File: config.mk
export PLATFORM = sky130hd
export DESIGN_NAME = movegen_scheduler_flat
export DESIGN_NICKNAME = d
export VERILOG_FILES = /design/src/rtl/movegen_scheduler_if.sv /design/src/rtl/movegen_scheduler.sv /design/src/flat_wrapper.sv
export SDC_FILE = /design/constraint.sdc
export NUM_CORES = 1
export LEC_CHECK = 0
export BUFFER_PORTS_ARGS = -buffer_cell sky130_fd_sc_hd__buf_2
export CORE_MARGIN = 5
export CORE_UTILIZATION = 35
export DETAILED_ROUTE_END_ITERATION = 12
export SLEW_MARGIN = 20
export SYNTH_ARGS = -nofsm -noshare
export SYNTH_HDL_FRONTEND = slang
export SYNTH_SLANG_ARGS = --single-unit
File: constraint.sdc
create_clock -name clk -period 3.79 [get_ports clk]
set_clock_uncertainty 0.2 [all_clocks]
set_input_delay 0.1895 -clock clk [delete_from_list [all_inputs] [get_ports clk]]
set_output_delay 0.1895 -clock clk [all_outputs]
set_load 0.02 [all_outputs]
File: src/rtl/movegen_scheduler_if.sv
// Square-array side of the move-generation scheduler:
// broadcast reset/done, FIFO read mux and the outgoing move stream.
interface movegen_scheduler_if #(
    parameter int NSQ = 64
);
    localparam int SW = $clog2(NSQ);

    logic            sq_reset;
    logic [NSQ-1:0]  sq_done;
    logic [SW-1:0]   sq_sel;
    logic [NSQ-1:0]  sq_rden;
    logic            sel_empty;
    logic [159:0]    sel_data;
    logic            mv_valid;
    logic [18:0]     mv_data;
    logic            mv_ready;

    modport master (
        output sq_reset, sq_sel, sq_rden, mv_valid, mv_data,
        input  sq_done, sel_empty, sel_data, mv_ready
    );

    modport slave (
        input  sq_reset, sq_sel, sq_rden, mv_valid, mv_data,
        output sq_done, sel_empty, sel_data, mv_ready
    );
endinterface

File: src/rtl/movegen_scheduler.sv
// Sequences one move-generation pass: reset squares, wait for done,
// then drain each square FIFO and unpack 8-slot words into a move stream.
module movegen_scheduler #(
    parameter int NSQ      = 64,
    parameter int RST_CYC  = 2,
    parameter int WAIT_MAX = 255,
    parameter int CNT_W    = 11
) (
    input  logic             clk,
    input  logic             reset,
    input  logic             start,
    output logic             busy,
    output logic [CNT_W-1:0] mv_count,
    output logic             pass_done,
    output logic             timeout,
    movegen_scheduler_if.master bus
);
    localparam int SW = $clog2(NSQ);
    localparam int TW = $clog2(WAIT_MAX + 16);

    typedef enum logic [2:0] {
        S_IDLE, S_RST, S_WAIT, S_SCAN, S_READ, S_UNPK, S_FIN
    } state_t;

    state_t               state_q, state_d;
    logic [TW-1:0]        tmr_q, tmr_d;
    logic [SW-1:0]        sel_q, sel_d;
    logic [7:0][18:0]     word_q, word_d;
    logic [3:0]           rem_q, rem_d;
    logic                 mv_valid_q, mv_valid_d;
    logic [18:0]          mv_data_q, mv_data_d;
    logic [CNT_W-1:0]     mv_count_q, mv_count_d;
    logic                 pass_done_q, pass_done_d;
    logic                 timeout_q, timeout_d;
    logic                 sq_reset_q, sq_reset_d;
    logic                 busy_q, busy_d;

    logic [2:0]           idx;
    logic [18:0]          cur_slot;
    logic                 accept;
    logic                 free;
    logic                 unused_hi;

    assign unused_hi = ^bus.sel_data[159:152];

    always_ff @(posedge clk) begin
        if (reset) begin
            state_q     <= S_IDLE;
            tmr_q       <= '0;
            sel_q       <= '0;
            word_q      <= '0;
            rem_q       <= '0;
            mv_valid_q  <= 1'b0;
            mv_data_q   <= '0;
            mv_count_q  <= '0;
            pass_done_q <= 1'b0;
            timeout_q   <= 1'b0;
            sq_reset_q  <= 1'b0;
            busy_q      <= 1'b0;
        end else begin
            state_q     <= state_d;
            tmr_q       <= tmr_d;
            sel_q       <= sel_d;
            word_q      <= word_d;
            rem_q       <= rem_d;
            mv_valid_q  <= mv_valid_d;
            mv_data_q   <= mv_data_d;
            mv_count_q  <= mv_count_d;
            pass_done_q <= pass_done_d;
            timeout_q   <= timeout_d;
            sq_reset_q  <= sq_reset_d;
            busy_q      <= busy_d;
        end
    end

    always_comb begin
        state_d     = state_q;
        tmr_d       = tmr_q;
        sel_d       = sel_q;
        word_d      = word_q;
        rem_d       = rem_q;
        mv_valid_d  = mv_valid_q;
        mv_data_d   = mv_data_q;
        mv_count_d  = mv_count_q;
        pass_done_d = 1'b0;
        timeout_d   = timeout_q;
        sq_reset_d  = sq_reset_q;
        // rem_q counts slots still to load; the next one is rem_q-1
        idx         = rem_q[2:0] - 3'd1;
        cur_slot    = word_q[idx];
        accept      = mv_valid_q & bus.mv_ready;
        free        = ~mv_valid_q | bus.mv_ready;

        case (state_q)
            S_IDLE: begin
                if (start) begin
                    state_d    = S_RST;
                    tmr_d      = TW'(RST_CYC - 1);
                    mv_count_d = '0;
                    timeout_d  = 1'b0;
                    sq_reset_d = 1'b1;
                end
            end
            S_RST: begin
                if (tmr_q == '0) begin
                    state_d    = S_WAIT;
                    sq_reset_d = 1'b0;
                end else begin
                    tmr_d = tmr_q - 1'b1;
                end
            end
            S_WAIT: begin
                if (&bus.sq_done) begin
                    state_d = S_SCAN;
                    sel_d   = '0;
                end else if (tmr_q == TW'(WAIT_MAX - 1)) begin
                    state_d   = S_SCAN;
                    sel_d     = '0;
                    timeout_d = 1'b1;
                end else begin
                    tmr_d = tmr_q + 1'b1;
                end
            end
            S_SCAN: begin
                if (!bus.sel_empty) begin
                    state_d = S_READ;
                end else if (sel_q == SW'(NSQ - 1)) begin
                    state_d     = S_FIN;
                    pass_done_d = 1'b1;
                end else begin
                    sel_d = sel_q + 1'b1;
                end
            end
            S_READ: begin
                word_d  = bus.sel_data[151:0];
                rem_d   = 4'd8;
                state_d = S_UNPK;
            end
            S_UNPK: begin
                if (free) begin
                    if (accept && mv_count_q != '1) begin
                        mv_count_d = mv_count_q + 1'b1;
                    end
                    if (rem_q == '0) begin
                        mv_valid_d = 1'b0;
                        state_d    = S_SCAN;
                    end else begin
                        rem_d      = rem_q - 1'b1;
                        mv_valid_d = ~cur_slot[18];
                        if (!cur_slot[18]) begin
                            mv_data_d = cur_slot;
                        end else if (rem_q == 4'd1) begin
                            state_d = S_SCAN;
                        end
                    end
                end
            end
            S_FIN: begin
                state_d = S_IDLE;
            end
            default: begin
                state_d = S_IDLE;
            end
        endcase

        busy_d = (state_d != S_IDLE);
    end

    // Read strobe must land in the SCAN cycle itself so data arrives in READ
    always_comb begin
        bus.sq_rden = '0;
        if (state_q == S_SCAN && !bus.sel_empty) begin
            bus.sq_rden[sel_q] = 1'b1;
        end
    end

    assign bus.sq_reset = sq_reset_q;
    assign bus.sq_sel   = sel_q;
    assign bus.mv_valid = mv_valid_q;
    assign bus.mv_data  = mv_data_q;
    assign busy         = busy_q;
    assign mv_count     = mv_count_q;
    assign pass_done    = pass_done_q;
    assign timeout      = timeout_q;
endmodule

File: src/flat_wrapper.sv
// flat-port wrapper written by rule: the top's interface ports become plain ports
module movegen_scheduler_flat 
#(
    parameter int NSQ      = 64,
    parameter int RST_CYC  = 2,
    parameter int WAIT_MAX = 255,
    parameter int CNT_W    = 11
)
  (clk, reset, start, busy, mv_count, pass_done, timeout, bus_sq_reset, bus_sq_sel, bus_sq_rden, bus_mv_valid, bus_mv_data, bus_sq_done, bus_sel_empty, bus_sel_data, bus_mv_ready);
  movegen_scheduler_if #(.NSQ(NSQ)) bus_i ();
  input  logic clk;
  input  logic reset;
  input  logic start;
  output logic busy;
  output logic [CNT_W-1:0] mv_count;
  output logic pass_done;
  output logic timeout;
  output wire logic [$bits(bus_i.sq_reset)-1:0] bus_sq_reset;
  output wire logic [$bits(bus_i.sq_sel)-1:0] bus_sq_sel;
  output wire logic [$bits(bus_i.sq_rden)-1:0] bus_sq_rden;
  output wire logic [$bits(bus_i.mv_valid)-1:0] bus_mv_valid;
  output wire logic [$bits(bus_i.mv_data)-1:0] bus_mv_data;
  input wire logic [$bits(bus_i.sq_done)-1:0] bus_sq_done;
  input wire logic [$bits(bus_i.sel_empty)-1:0] bus_sel_empty;
  input wire logic [$bits(bus_i.sel_data)-1:0] bus_sel_data;
  input wire logic [$bits(bus_i.mv_ready)-1:0] bus_mv_ready;
  assign bus_sq_reset = bus_i.sq_reset;
  assign bus_sq_sel = bus_i.sq_sel;
  assign bus_sq_rden = bus_i.sq_rden;
  assign bus_mv_valid = bus_i.mv_valid;
  assign bus_mv_data = bus_i.mv_data;
  assign bus_i.sq_done = bus_sq_done;
  assign bus_i.sel_empty = bus_sel_empty;
  assign bus_i.sel_data = bus_sel_data;
  assign bus_i.mv_ready = bus_mv_ready;
  movegen_scheduler #(.NSQ(NSQ), .RST_CYC(RST_CYC), .WAIT_MAX(WAIT_MAX), .CNT_W(CNT_W)) u_core (.clk(clk), .reset(reset), .start(start), .busy(busy), .mv_count(mv_count), .pass_done(pass_done), .timeout(timeout), .bus(bus_i));
endmodule
==> results.py <==
metrics = {
    "sta": {
        "rsz0062_at_grt": "false",
        "slew_viol_final": 0,
        "max_freq_mhz": 325,
        "relSlewSlack_pct": 44.3,
        "final.setup.tns_ns": 0,
        "period_share_pct": 81.3,
        "final-setup-viol-count": 0,
        "finalHoldViolCount": 0,
        "fin_crit_ns": 3.08,
        "worst_slew_pin_slew_ns": 0.835,
        "whs_ns": 0.0686,
    },
    "power": {
        "clkPwrFrac_pct": 41.1,
        "p_int_uw": 4310,
        "p_leak_uw": 0.00582,
        "power_per_cell_area_mw_per_mm2": 414,
        "comb_power_share_pct": 19.2,
        "p_seq_share_pct": 39.7,
        "sw_frac_of_total_pct": 26.8,
        "switching_power_uw": 1580,
        "max-vdd-ir-drop_uv": 327,
    },
    "critical_path": {
        "critical_path_arrival_ns": 3.31,
        "start_kind": "flip-flop",
        "crit_fanout": 11,
        "required_ns": 4.02,
        "end_kind": "flip-flop",
        "r2r-start": "u_core.state_q[1]",
        "path_class": "reg2reg",
        "rrSetupSlack_ns": 0.71,
        "crit_start": "u_core.state_q[1]",
    },
    "cells_and_area": {
        "layout_commonest_cell": "nand2_1",
        "final_layout_size_suffix_gt1_share_pct": 27.5,
        "final_cell_mix": "nand2_1 (327), buf_2 (323), dfxtp_1 (207)",
        "syn2layout_area_growth_pct": 49.0,
        "nets": 1873,
        "filler_cell_count": 2455,
    },
    "detailed_routing": {
        "drt_wl_total_um": 33200,
        "detail_route.iter0.violations": 536,
        "vias_per_cell": 5.00,
        "remaining_drc_errors": 0,
        "drt-wirelength-per-cell_um": 16.7,
        "vias": 9959,
        "drt_first_pass_iters": 5,
        "ant_nets": 0,
    },
    "flow_run": {
        "max_cap_violations": 0,
    },
    "yosys": {
        "synthCells": 1150,
        "netlist_area_mm2": 0.00954,
        "synth_area_leaders": "dfxtp_1 (44%), nand2_1 (13%), mux4_2 (9.0%)",
        "ys.flop_type": "dfxtp_1",
        "ys_seq_area_share_pct": 43.6,
        "async_flop_share_pct": 0,
        "ys_ff_latch": 208,
        "synth.largest_area_cell": "dfxtp_1",
        "synth_warnings": 0,
        "syn-mean-instance-area_um2": 8.30,
        "synth-edff-count": 0,
        "syn_nets": 1392,
        "synth_top_area_share_pct": 43.6,
        "yosysUniqueCellTypes": 52,
    },
    "clocking": {
        "cts_tree": "built",
        "numCtsBuffers": 24,
        "path_clk_slew_ns": 0.06,
        "cts_sinks": 208,
        "cts.hold.buffers_added": 199,
        "clock_path_buffers": 3,
        "clock_tree.htree_level_count": 1,
        "cts_root_buf": "clkbuf_16",
        "insertion_delay_ns": 0.51,
        "cts_setup_buffers": 0,
        "post_cts_resized": 0,
    },
    "die": {
        "fp-row-count": 60,
        "dieHeight_um": 175,
        "ioPinCount": 334,
        "die_x_um": 175,
        "start_util_pct": 35.5,
        "die-area_mm2": 0.0307,
        "core_mm2": 0.0269,
    },
    "place": {
        "port_buffers": 324,
        "globalplace.congestion": 0.870,
        "place_hpwl_um": 21800,
    },
    "grt": {
        "grt_pass1_vias": 10193,
        "grt.overflow.total": 0,
        "antenna_found_initial": 3,
        "grt.total_usage_pct": 20.6,
        "grt_max_degree": 114,
        "grt_pass1_wl_um": 51700,
    },
    "worst_hold_path": {
        "min_path_type": "in2reg",
        "hp-start": "bus_sq_done[38]",
    },
    "run_status": {
        "status": "finished, final reports clean",
    },
}
-- cell usage after synthesis (12+ instances only) --
master / instances
a21oi_1: 165
buf_1: 15
clkbuf_1: 48
dfxtp_1: 208
ha_1: 12
mux2i_1: 20
mux4_2: 38
nand2_1: 328
nand3_1: 14
nand4_1: 24
nor2_1: 121
xor2_1: 12
-- worst max-delay path, cell delays in order, from the launching register on --
cell and delay, ns:
dfxtp_1 0.43, nor2b_1 0.25, nand2_1 0.31, ha_1 0.45, nor2b_1 0.16, o2111ai_1 0.16, nand3_1 0.13, o41ai_2 0.38
xnor2_1 0.18, a21oi_1 0.09, a211oi_1 0.25
-- cell families after synthesis --
group,count (synthesis),synth area share [%]
and+or+nand+nor,539,23.5
AOI/OAI and AO/OA,216,13.3
DFF,208,43.6
buffers and inverters,91,4.18
muxes,59,11.2
xor gates and xnor gates,23,2.31
adders and majority gates,13,1.78
other,1,0.0393
-- flip-flops by register name, indices dropped and copies added, names as in the netlist --
| register | flops |
|---|---|
| u_core.mv_count | 11 |
| u_core.timeout | 1 |
| u_core.rem_q | 4 |
| u_core.word_q | 152 |
| u_core.state_q | 3 |
| u_core.busy | 1 |
| u_core.bus.sq_sel | 6 |
| u_core.tmr_q | 9 |
| u_core.bus.mv_data | 18 |
| u_core.pass_done | 1 |
| u_core.bus.sq_reset | 1 |
| u_core.bus.mv_valid | 1 |
-- per-layer routing --
| metal | GRT usage [%] | vias up | wire, um | part of all wire (%) |
|---|---|---|---|---|
| met4 | 8.74 | 2 | 1350 | 4.1 |
| met2 | 38.2 | 378 | 17000 | 51 |
| met3 | 4.65 | 90 | 2230 | 6.7 |
| met1 | 22.4 | 4595 | 12600 | 38 |
| met5 | 0 | - | 7 | 0.021 |
| li1 | - | 4894 | - | - |
-- final timing paths --
check / to / cells past startpoint
hold reg to reg: u_core.word_q[94] / 2
setup reg to reg: u_core.tmr_q[8] / 10
setup / recovery: u_core.tmr_q[8] / 10
hold / removal: u_core.timeout / 6
-- cell type report --
type / count / area (um2) / share of cell area [%]
multi-input combinational: 851 / 4990 / 35.1
sequential: 208 / 4170 / 29.3
timing repair buffer: 537 / 3750 / 26.4
clock buffer: 31 / 687 / 4.83
tap: 341 / 427 / 3.00
clock inverter: 13 / 156 / 1.10
inverter: 9 / 33.8 / 0.238
antenna: 2 / 5.00 / 0.0352
-- through the flow --
| step | power (uW) | setup slack (ns) | util [%] | instance area, um2 | instances |
|---|---|---|---|---|---|
| 6_report | 5880 | 0.709 | 52.9 | 14200 | 1992 |
| 5_1_grt | 6170 | 0.406 | 52.9 | 14200 | 1991 |
| 4_1_cts | 5930 | 0.721 | 52.9 | 14200 | 1990 |
| 3_5_place_dp | 3370 | 0.735 | 42.3 | 11400 | 1747 |
| 3_3_place_gp | 3360 | 0.772 | 42.3 | 11400 | 1747 |
| 2_1_floorplan | 3080 | 0.685 | - | 9540 | 1150 |
-- power by group through the flow --
stage          sequential, uW  combinational [uW]  clock [uW]
2_1_floorplan            2380                 700           0
3_3_place_gp             2380                 978           0
3_5_place_dp             2380                 986           0
4_1_cts                  2330                1130        2470
5_1_grt                  2350                1260        2560
6_report                 2330                1130        2420
(Power assumes the default switching activity.)
